[src/rtl/seg_scan_mux.sv]
// Time-multiplexed scanner for a common-anode multi-digit 7-segment display.
// Double-buffers the loaded value so a frame never tears, and flags leading zeros for blanking.
module seg_scan_mux #(
  parameter int NUM_DIGITS = 4,
  parameter int CLK_DIV    = 50000
) (
  input  logic                    clk,
  input  logic                    rst,
  input  logic                    en,
  input  logic                    load,
  input  logic [4*NUM_DIGITS-1:0] value,
  input  logic                    blank_lz,
  output logic [3:0]              digit_hex,
  output logic [NUM_DIGITS-1:0]   digit_sel,
  output logic                    digit_blank,
  output logic                    frame_done
);

  localparam int DIV_W   = $clog2(CLK_DIV);
  localparam int IDX_W   = $clog2(NUM_DIGITS);
  localparam int FRAME_W = 4 * NUM_DIGITS;
  localparam logic [DIV_W-1:0] DIV_LAST = DIV_W'(CLK_DIV - 1);
  localparam logic [IDX_W-1:0] IDX_LAST = IDX_W'(NUM_DIGITS - 1);

  logic [DIV_W-1:0]      div_cnt;
  logic [IDX_W-1:0]      idx;
  logic [IDX_W-1:0]      nidx;
  logic [FRAME_W-1:0]    disp;
  logic [FRAME_W-1:0]    pending;
  logic [FRAME_W-1:0]    frame_next;
  logic                  pend_v;
  logic                  scan_tick;
  logic                  wrap_tick;
  logic                  run_zero;
  logic [NUM_DIGITS-1:0] lz_vec;
  logic [NUM_DIGITS-1:0] sel_next;
  logic [3:0]            hex_next;
  logic                  blank_next;

  // frame_next is what disp holds after this edge, so digit 0 of a new frame shows fresh data
  always_comb begin
    scan_tick  = en && (div_cnt == DIV_LAST);
    wrap_tick  = scan_tick && (idx == IDX_LAST);
    nidx       = (idx == IDX_LAST) ? '0 : idx + 1'b1;
    frame_next = disp;
    if (wrap_tick) begin
      if (load)
        frame_next = value;
      else if (pend_v)
        frame_next = pending;
    end

    // lz_vec[i]: nibbles i..top are all zero; bit 0 stays clear so digit 0 always shows
    lz_vec   = '0;
    run_zero = 1'b1;
    for (int i = NUM_DIGITS - 1; i >= 1; i--) begin
      run_zero  = run_zero & (frame_next[4*i +: 4] == 4'h0);
      lz_vec[i] = run_zero;
    end

    sel_next       = '1;
    sel_next[nidx] = 1'b0;
    hex_next       = frame_next[4*nidx +: 4];
    blank_next     = blank_lz & lz_vec[nidx];
  end

  always_ff @(posedge clk) begin
    if (rst) begin
      div_cnt     <= '0;
      idx         <= IDX_LAST;
      disp        <= '0;
      pending     <= '0;
      pend_v      <= 1'b0;
      digit_sel   <= '1;
      digit_hex   <= 4'h0;
      digit_blank <= 1'b1;
      frame_done  <= 1'b0;
    end else if (!en) begin
      div_cnt     <= '0;
      idx         <= IDX_LAST;
      digit_sel   <= '1;
      digit_blank <= 1'b1;
      frame_done  <= 1'b0;
      if (load) begin
        pending <= value;
        pend_v  <= 1'b1;
      end
    end else begin
      div_cnt    <= scan_tick ? '0 : div_cnt + 1'b1;
      frame_done <= wrap_tick;
      if (scan_tick) begin
        idx         <= nidx;
        digit_sel   <= sel_next;
        digit_hex   <= hex_next;
        digit_blank <= blank_next;
      end
      // a load landing on the wrap tick goes straight to disp and drops any pending frame
      if (wrap_tick) begin
        disp   <= frame_next;
        pend_v <= 1'b0;
      end else if (load) begin
        pending <= value;
        pend_v  <= 1'b1;
      end
    end
  end

endmodule

[config.mk]
export PLATFORM = sky130hd
export DESIGN_NAME = seg_scan_mux
export DESIGN_NICKNAME = d
export VERILOG_FILES = /design/src/rtl/seg_scan_mux.sv
export SDC_FILE = /design/constraint.sdc
export NUM_CORES = 1
export LEC_CHECK = 0
export ABC_AREA = 1
export ABC_CLOCK_PERIOD_IN_PS = 4300
export CORE_MARGIN = 1
export CORE_UTILIZATION = 61
export DETAILED_ROUTE_END_ITERATION = 12
export GPL_TIMING_DRIVEN = 0
export PLACE_DENSITY = 0.81
export SETUP_SLACK_MARGIN = 0.05
export SYNTH_ARGS = -nofsm -noshare
export SYNTH_HDL_FRONTEND = slang
export SYNTH_SLANG_ARGS = --single-unit
[constraint.sdc]
create_clock -name clk -period 4.3 [get_ports clk]
set_clock_uncertainty 0.1 [all_clocks]
set_input_delay 0.645 -clock clk [delete_from_list [all_inputs] [get_ports clk]]
set_output_delay 0.645 -clock clk [all_outputs]
set_load 0.02 [all_outputs]
# Yosys cells after proc, flatten, opt, wreduce, memory -nomap -nowiden
# Index checks and enable logic that the tools add are counted.
# totals
out_inout_bits	10
romBits	0
ram_bits	0
memories	0
latch_bits	0
wordCells	46
ff_bits	61
# op_classes
magnitude_cmp	2
n_reduce_logical	10
div_mod_pow	0
mux	14
n_bitwise	5
eq_ne	3
n_shift	1
mul	0
add_sub_neg	2
# ops
cell	count
$mux 16	6
$add 16x1->16 const B	1
$eq 16x16->1 const B	1
$shiftx 16x5->4	1
$logic_not 4->1	3
$mux 1	5
$not 4->4	1
$reduce_and 2->1	2
$and 1x1->1	3
$logic_and 1x1->1	3
$lt 2x3->1 const B	1
$reduce_or 3->1	1
$add 2x1->2 const B	1
$bmux 1 s2	1
$demux 1 s2	1
$eq 2x2->1 const B	1
$ge 2x1->1 const B	1
$mux 2	1
$ne 2x2->1 const B	1
$reduce_or 2->1	1
$not 1->1	1

# Depth between registers and ports, before layout
# Gate-level depths: netlist (run 1).
# depth
depth_word	10
depth_mapped	14
depth_no_buf	12

# Worst setup path before layout (run 1)
# Ideal clock, no wire load.
# synth_timing
kind	input -> register
from	input en
to	register pending[10]
path_stages	9
required_time_ps	4084
slack_ps	2375
arrival_ps	1709
cell_sequence	buf_4 > nand2_1 > nor3_4 > nand4_2 > nand2_1 > inv_2 > buf_2 > nor2_1 > nor2_1
# synth_between
elab_chain_cells	3
# synth_lines
element	line	text
start: declaration	9	input logic en,
$logic_and 1x1->1	42	scan_tick = en && (div_cnt == DIV_LAST);
$logic_and 1x1->1	43	wrap_tick = scan_tick && (idx == IDX_LAST);
$ne 2x2->1 (no source line)	-	
end signal: assignment	85	pending <= value;
end signal: assignment	102	pending <= value;
end: declaration	29	logic [FRAME_W-1:0] pending;
# Several ways; a longest one is shown, not always the timed one.
# A chain may end at the register's enable or synchronous reset.

# Worst setup path after layout (run 1)
# layout_timing
from	input load
to	register digit_blank
# layout_between
elab_chain_cells	8
# layout_lines
element	line	text
start: declaration	10	input logic load,
$mux 16 *	47	if (load)
$mux 16 *	46	if (wrap_tick) begin
$logic_not 4->1	57	run_zero = run_zero & (frame_next[4*i +: 4] == 4'h0);
$and 1x1->1 (2 in series)	57	
$bmux 1 s2 *	64	blank_next = blank_lz & lz_vec[nidx];
$mux 1 (implied by the code) *	64	
$and 1x1->1 *	64	
end signal: assignment	95	digit_blank <= blank_next;
end: declaration	15	output logic digit_blank,
# Every way passes the cells marked *; elsewhere a longest branch is shown, timed or not. The select of a mux whose other input is x is not followed.

==> impl_metrics.ini, run 1 <==
[synth]
synthArstFlopShare_pct = 0
synth_edf_count = 0
synthesis.area_mm2 = 0.00314
postSynthRegisterBits = 61
synth_cell_types = 34
synth_commonest_cells = nand2_1 (117), nor2_1 (74), dfxtp_1 (61)
syn_inst = 465
synthesis.area_per_instance_um2 = 6.75
synth_warnings = 0
ys_seq_area_share_pct = 38.9
synth_top_flop_cell = dfxtp_1
yosys.area.top_type_share_pct = 38.9
synthTopCellsByArea = dfxtp_1 (39%), nand2_1 (14%), nor2_1 (8.9%)
synthDominantAreaCellType = dfxtp_1
leading_cell_type_by_number_of_instances_after_synthesis = nand2_1
synth_fp_nets = 492

[floorplanning]
floorplan.die.width_um = 73.7
row_count = 25
boundaryPins = 31
initial_utilization_pct = 64.7
core_area_mm2 = 0.00485
die_h_um = 73.7
fp.dieArea_mm2 = 0.00544

[final_layout]
utilization_pct = 77.5
final_layout_size_suffix_gt1_share_pct = 10.0
finish.net_count = 532
antenna_cells = 0
postLayoutCellArea_mm2 = 0.00376
flow.area_growth_from_synthesis_pct = 19.7
layoutNonFillerInstCount = 577

[worst_setup_path]
cpLargestDelayFamily = buffers and inverters
timing.critical_path.buf_inv = 3
cpMostUsedCell = nand2_1
worst_path_largest_cell_delay_ps = 460
critPathArrivalTime_ps = 2390
ff_to_ff_end = pending[3]
critical-path-slowest-cell = clkdlybuf4s50_1
number_of_cells_on_the_worst_reg_to_reg_path = 9
startpoint_type = input pin
required_ps = 4430
worst-setup-path-type = input pin to flip-flop
reg_to_reg_setup_timing_slack_ps = 2230
critical_path.max_fanout = 10
timing.rr.start = div_cnt[0]
sequence_of_cells_on_the_critical_path = clkdlybuf4s50_1 > inv_1 > clkbuf_1 > nand2_1 > nand2_1 > nand4_1 > nand2_1 > nor2_1 > nand3_1 > nand2_1 > nand3_1 > nand2_1
critPathCaptureType = flip-flop

[detailed_routing]
drt-met1-wl_mm = 3.22
met3_length_um = 392
dr_total_vias = 3087
top_layer_used = met4
drcViolationCount = 0
routed_wirelength_mm = 7.32
routed_wire_length_per_instance_um = 12.7
detail-route-antenna-nets = 0
first_iter_violations = 191
dr_wl_met2_mm = 3.51
drt-pass1-iter-count = 5
via_per_inst = 5.35

[clocking]
clock_edge_transition_at_the_registers_on_the_reported_setup_and_hold_paths_ps = 70
cts-root-buf = clkbuf_8
clock_latency_ps = 340
clock_tree_from_tritoncts = yes
post_cts_resized = 0
clock_path_buffers = 2
cts_post_setup_buffers_inserted = 0
cts_buffers = 9
cts_hold_repair.buffers = 0
htreeDepth = 3
cts.sink_count = 61

[worst_hold_path]
whs_endpoint = div_cnt[0]
hp-start = div_cnt[0]
min-delay-path-class = flip-flop to flip-flop
worstHoldPathCells = 1

[global_route]
grt_pass1_wl_mm = 12.2
global_route_congestion_overflow_total = 0
maximum_number_of_pins_on_one_net_before_global_route_repair = 11
grt_usage_pct = 29.6
grt_antenna_before_repair = 0
first_global_vias = 2712

[placement]
place_inst = 561
gp_congestion = 0.903
detailed_place_hpwl_mm = 5.40
dpl_cell_area_mm2 = 0.00351
port_buffers = 29

[power_and_ir_drop]
clock_power_share_pct = 48.0
switching_share_pct = 21.9
comb_power_share_pct = 6.5
cellPowerDensity_mw_per_mm2 = 341
power_leakage_uw = 0.00159
total_switching_power_uw = 280
ir_drop_v = 0.000264
seq_power_share_pct = 45.5
internal-power_uw = 1000

[timing]
final_max_slew_viol_count = 0
worst_slew_margin_rel_pct = 67.0
final_period_minus_worst_setup_slack_ps = 2260
setup_viol = 0
unrepaired_setup_endpoints_after_global_routing = false
worst_slew_pin_tran_ps = 495
timing.fmax_mhz = 443
hold_viol = 0
final_min_period_over_clock_period_pct = 52.5
totalNegativeSetupSlack_ps = 0
holdWs_ps = 351

[status]
run_status = complete, no violations

[run]
timing.max_cap.violations = 0
-- how the worst max path moves through the flow --
stage                  end  from  cells after the start
2_1_floorplan  pending[10]    en                      9
3_3_place_gp   digit_blank  load                     10
3_5_place_dp   digit_blank  load                     10
4_1_cts        digit_blank  load                     12
5_1_grt        digit_blank  load                     10
6_report       digit_blank  load                     12
-- power by group through the flow --
stage	clock network (uW)	logic, uW	registers (uW)
finish	614	83.2	583
global route	641	93.5	584
floorplan	0	48.9	594
CTS	620	82.7	583
detailed placement	0	82.0	595
global placement	0	80.2	595
-- layout by cell type (no fill, tap or decap) --
cell | Yosys | final
nand2_1 | 117 | 117
nor2_1 | 74 | 74
dfxtp_1 | 61 | 61
inv_1 | 42 | 42
o21ai_0 | 39 | 39
nand3_1 | 31 | 31
clkdlybuf4s50_1 | 0 | 29
a21oi_1 | 25 | 25
clkbuf_8 | 0 | 13
buf_2 | 7 | 7
clkbuf_1 | 7 | 7
o211ai_1 | 6 | 6
ha_1 | 6 | 6
nor2_2 | 5 | 5
nand4_1 | 5 | 5
nor3_1 | 5 | 5
inv_2 | 4 | 4
o21ai_2 | 4 | 4
nor2_4 | 3 | 3
xor2_1 | 3 | 3
nand3_2 | 2 | 2
nand2_2 | 2 | 2
a211oi_1 | 2 | 2
or2_2 | 2 | 2
o21ai_1 | 2 | 2
bufinv_16 | 0 | 2
buf_4 | 1 | 1
nor3_4 | 1 | 1
nor3b_1 | 1 | 1
nand4_2 | 1 | 1
nand4_4 | 1 | 1
buf_6 | 1 | 1
mux2i_1 | 1 | 1
nor3_2 | 1 | 1
o21a_1 | 1 | 1
o21bai_1 | 1 | 1
a31oi_1 | 1 | 1
clkinv_2 | 0 | 1
-- routing by layer --
metal  global-route usage, %  vias up
met5                       0        -
met4                    9.19        0
met3                    8.78       17
met2                    51.3      100
met1                    35.2     1385
li1                        -     1585
-- worst register-to-register path, cell delays in order, from the launching register on --
cell	delay, ps
dfxtp_1	350
ha_1	210
nand3_2	150
nor2_2	190
nand4_2	190
nand2_1	250
inv_2	140
buf_2	210
nor2_1	110
nor2_1	60
-- cell type report --
| type | count | area, um2 |
|---|---|---|
| Fill cell | 398 | 1090 |
| Buffer | 16 | 80.1 |
| Clock inverter | 3 | 65.1 |
| Tap cell | 67 | 83.8 |
| Inverter | 46 | 173 |
| Multi-Input combinational cell | 342 | 1660 |
| Timing Repair Buffer | 29 | 290 |
| Clock buffer | 13 | 179 |
| Sequential cell | 61 | 1220 |
-- stage by stage --
stage / setup WS (ps) / power [uW]
6_report: 2040 / 1280
5_1_grt: 1810 / 1320
4_1_cts: 2100 / 1280
3_5_place_dp: 1740 / 677
3_3_place_gp: 1760 / 675
2_1_floorplan: 2370 / 643
-- flip-flops by register name, indices dropped and copies added, names as in the netlist --
name and count:
div_cnt 16, digit_hex 4, disp 16, frame_done 1
pending 16, digit_sel 4, pend_v 1, idx 2
digit_blank 1
-- cells by family (layout without fill, tap and decap cells) --
group / count (synthesis) / in the layout / share of synthesized area, %
muxes: 1 / 1 / 0.319
AOI/OAI and AO/OA: 81 / 81 / 14.2
DFF: 61 / 61 / 38.9
xor gates and xnor gates: 3 / 3 / 0.837
and+or+nand+nor: 251 / 251 / 35.2
buffers and inverters: 62 / 107 / 8.05
adders and majority gates: 6 / 6 / 2.39
(Power assumes the default switching activity.)
==> run 2: changes to the inputs <==
--- a/config.mk
+++ b/config.mk
@@ -6,12 +6,12 @@
 export NUM_CORES = 1
 export LEC_CHECK = 0
 export ABC_AREA = 1
-export ABC_CLOCK_PERIOD_IN_PS = 4300
+export ABC_CLOCK_PERIOD_IN_PS = 2250
 export CORE_MARGIN = 1
-export CORE_UTILIZATION = 61
+export CORE_UTILIZATION = 57
 export DETAILED_ROUTE_END_ITERATION = 12
 export GPL_TIMING_DRIVEN = 0
-export PLACE_DENSITY = 0.81
+export PLACE_DENSITY = 0.76
 export SETUP_SLACK_MARGIN = 0.05
 export SYNTH_ARGS = -nofsm -noshare
 export SYNTH_HDL_FRONTEND = slang
==> constraint.sdc (replaced) <==
create_clock -name clk -period 2.25 [get_ports clk]
set_clock_uncertainty 0.1 [all_clocks]
set_input_delay 0.3375 -clock clk [delete_from_list [all_inputs] [get_ports clk]]
set_output_delay 0.3375 -clock clk [all_outputs]
set_load 0.02 [all_outputs]
==> run 2 against run 1 <==
Effect of this change:
- sequential power is 90% higher
- power is 64% higher
- core utilization is 6.6 points lower
- global-route usage is 2.7 points lower
- critical path type is now flip-flop to flip-flop
- die area is 6.8% higher
- flip-flop and latch count stayed put
- largest power group is now registers
- via count is 2.5% lower
- clock power is 35% higher
- final cell count is 0.35% higher
- final area is 1.7% lower
==> impl_metrics.ini, run 2 (synthesis gave the netlist of run 1 again) <==
[worst_setup_path]
startpoint_type = flip-flop
required_ps = 2380
worst-setup-path-type = flip-flop to flip-flop
critical-path-slowest-cell = dfxtp_1
worst_path_largest_cell_delay_ps = 350
critPathCaptureType = flip-flop
sequence_of_cells_on_the_critical_path = ha_1 > nand3_2 > nor2_2 > nand4_4 > buf_6 > o211ai_1 > o211ai_1 > nor2_1 > nor2_1
critPathArrivalTime_ps = 2200
critical_path.max_fanout = 10

[timing]
hold_viol = 0
worst_slew_margin_rel_pct = 67.1
final_min_period_over_clock_period_pct = 92.1
worst_slew_pin_tran_ps = 494
timing.fmax_mhz = 483
unrepaired_setup_endpoints_after_global_routing = false
final_max_slew_viol_count = 0
totalNegativeSetupSlack_ps = 0
final_period_minus_worst_setup_slack_ps = 2070
setup_viol = 0

[detailed_routing]
routed_wirelength_mm = 7.06
dr_total_vias = 3009
detail-route-antenna-nets = 0
first_iter_violations = 163
routed_wire_length_per_instance_um = 12.2
drt-pass1-iter-count = 5
drcViolationCount = 0
via_per_inst = 5.20

[floorplanning]
boundaryPins = 31
initial_utilization_pct = 60.3
fp.dieArea_mm2 = 0.00581
core_area_mm2 = 0.00520
row_count = 26
die_h_um = 76.2
floorplan.die.width_um = 76.2

[final_layout]
final_cell_mix = nand2_1 (116), nor2_1 (72), dfxtp_1 (61), inv_1 (42), o21ai_0 (39)
flow.area_growth_from_synthesis_pct = 17.6
layout_top_registers = disp: 16 flops, div_cnt: 16 flops, pending: 16 flops
utilization_pct = 70.9
antenna_cells = 0
final_common_cell = nand2_1
finish.net_count = 532
final_layout_size_suffix_gt1_share_pct = 9.82

[global_route]
first_global_vias = 2730
grt_antenna_before_repair = 0
global_route_congestion_overflow_total = 0
grt_pass1_wl_mm = 12.4
grt_usage_pct = 26.9
maximum_number_of_pins_on_one_net_before_global_route_repair = 11

[worst_hold_path]
min-delay-path-class = input pin to flip-flop

[run]
timing.max_cap.violations = 0

[clocking]
clock_latency_ps = 330
cts-root-buf = clkbuf_8
clock_edge_transition_at_the_registers_on_the_reported_setup_and_hold_paths_ps = 60
clock_tree_from_tritoncts = yes
cts_buffers = 9
cts.sink_count = 61
clock_path_buffers = 2
cts_post_setup_buffers_inserted = 0
htreeDepth = 3

[placement]
gp_congestion = 0.884
port_buffers = 29
detailed_place_hpwl_mm = 5.40

[power_and_ir_drop]
cellPowerDensity_mw_per_mm2 = 570
ir_drop_v = 0.000493
power_leakage_uw = 0.00157

[status]
run_status = complete, no violations
-- run 2: changes by cell type in the layout (fill, tap and decap cells not counted), moves of 2 or more --
| cell | delta |
|---|---|
| bufinv_16 | -2 |
| nor2_1 | -2 |
| nor2_2 | +2 |
| clkbuf_1 | +3 |
| clkbuf_8 | -3 |
-- run 2: critical path, delay by kind of cell (launching register included) --
family          cells  cell delay, ps
fa+ha+maj           1             210
simple gates        5             720
compound gates      2             390
buf+inv             1             190
flops               1             350
-- run 2: what timing repair did --
| action | CTS | global route |
|---|---|---|
| hold buffers | 0 | 0 |
| gates resized for setup | 0 | 4 |
| setup endpoints to repair | 0 | 12 |
-- run 2: final timing paths --
kind	to	startpoint	slack, ps	depth (start not counted)
hold reg to reg	div_cnt[0]	div_cnt[0]	360	1
setup / recovery	digit_hex[0]	div_cnt[0]	180	9
setup reg to reg	digit_hex[0]	div_cnt[0]	180	9
hold / removal	digit_sel[3]	en	290	4
-- run 2: through the flow --
stage | power [uW] | hold WS, ps | setup WS [ps] | std cells | cell area [um2]
5_1_grt | 2190 | 334 | 62.6 | 579 | 3690
2_1_floorplan | 1230 | 318 | 543 | 465 | 3140
3_5_place_dp | 1290 | 351 | 10.3 | 564 | 3520
4_1_cts | 2110 | 295 | 188 | 579 | 3670
3_3_place_gp | 1290 | 333 | 12.4 | 564 | 3520
6_report | 2100 | 294 | 178 | 579 | 3690
-- run 2: metal layers --
metal	global-route usage (%)	wire length, um	vias to the layer above
met5	0	0	-
met4	13.8	213	0
met3	4.31	326	18
met2	44.1	3140	68
met1	34.3	3380	1340
li1	-	-	1583
-- run 2: report_power, final --
| group | internal (uW) | switching, uW | leakage (uW) |
|---|---|---|---|
| Sequential | 1100 | 11.5 | 0.000496 |
| Combinational | 66.4 | 91.0 | 0.000987 |
| Clock | 421 | 409 | 0.0000833 |
-- run 2: final cells by class --
cell class / instances / area (um2)
Buffer: 16 / 80.1
Clock buffer: 13 / 149
Clock inverter: 2 / 10.0
Fill cell: 450 / 1510
Inverter: 46 / 173
Multi-Input combinational cell: 342 / 1680
Sequential cell: 61 / 1220
Tap cell: 70 / 87.6
Timing Repair Buffer: 29 / 290
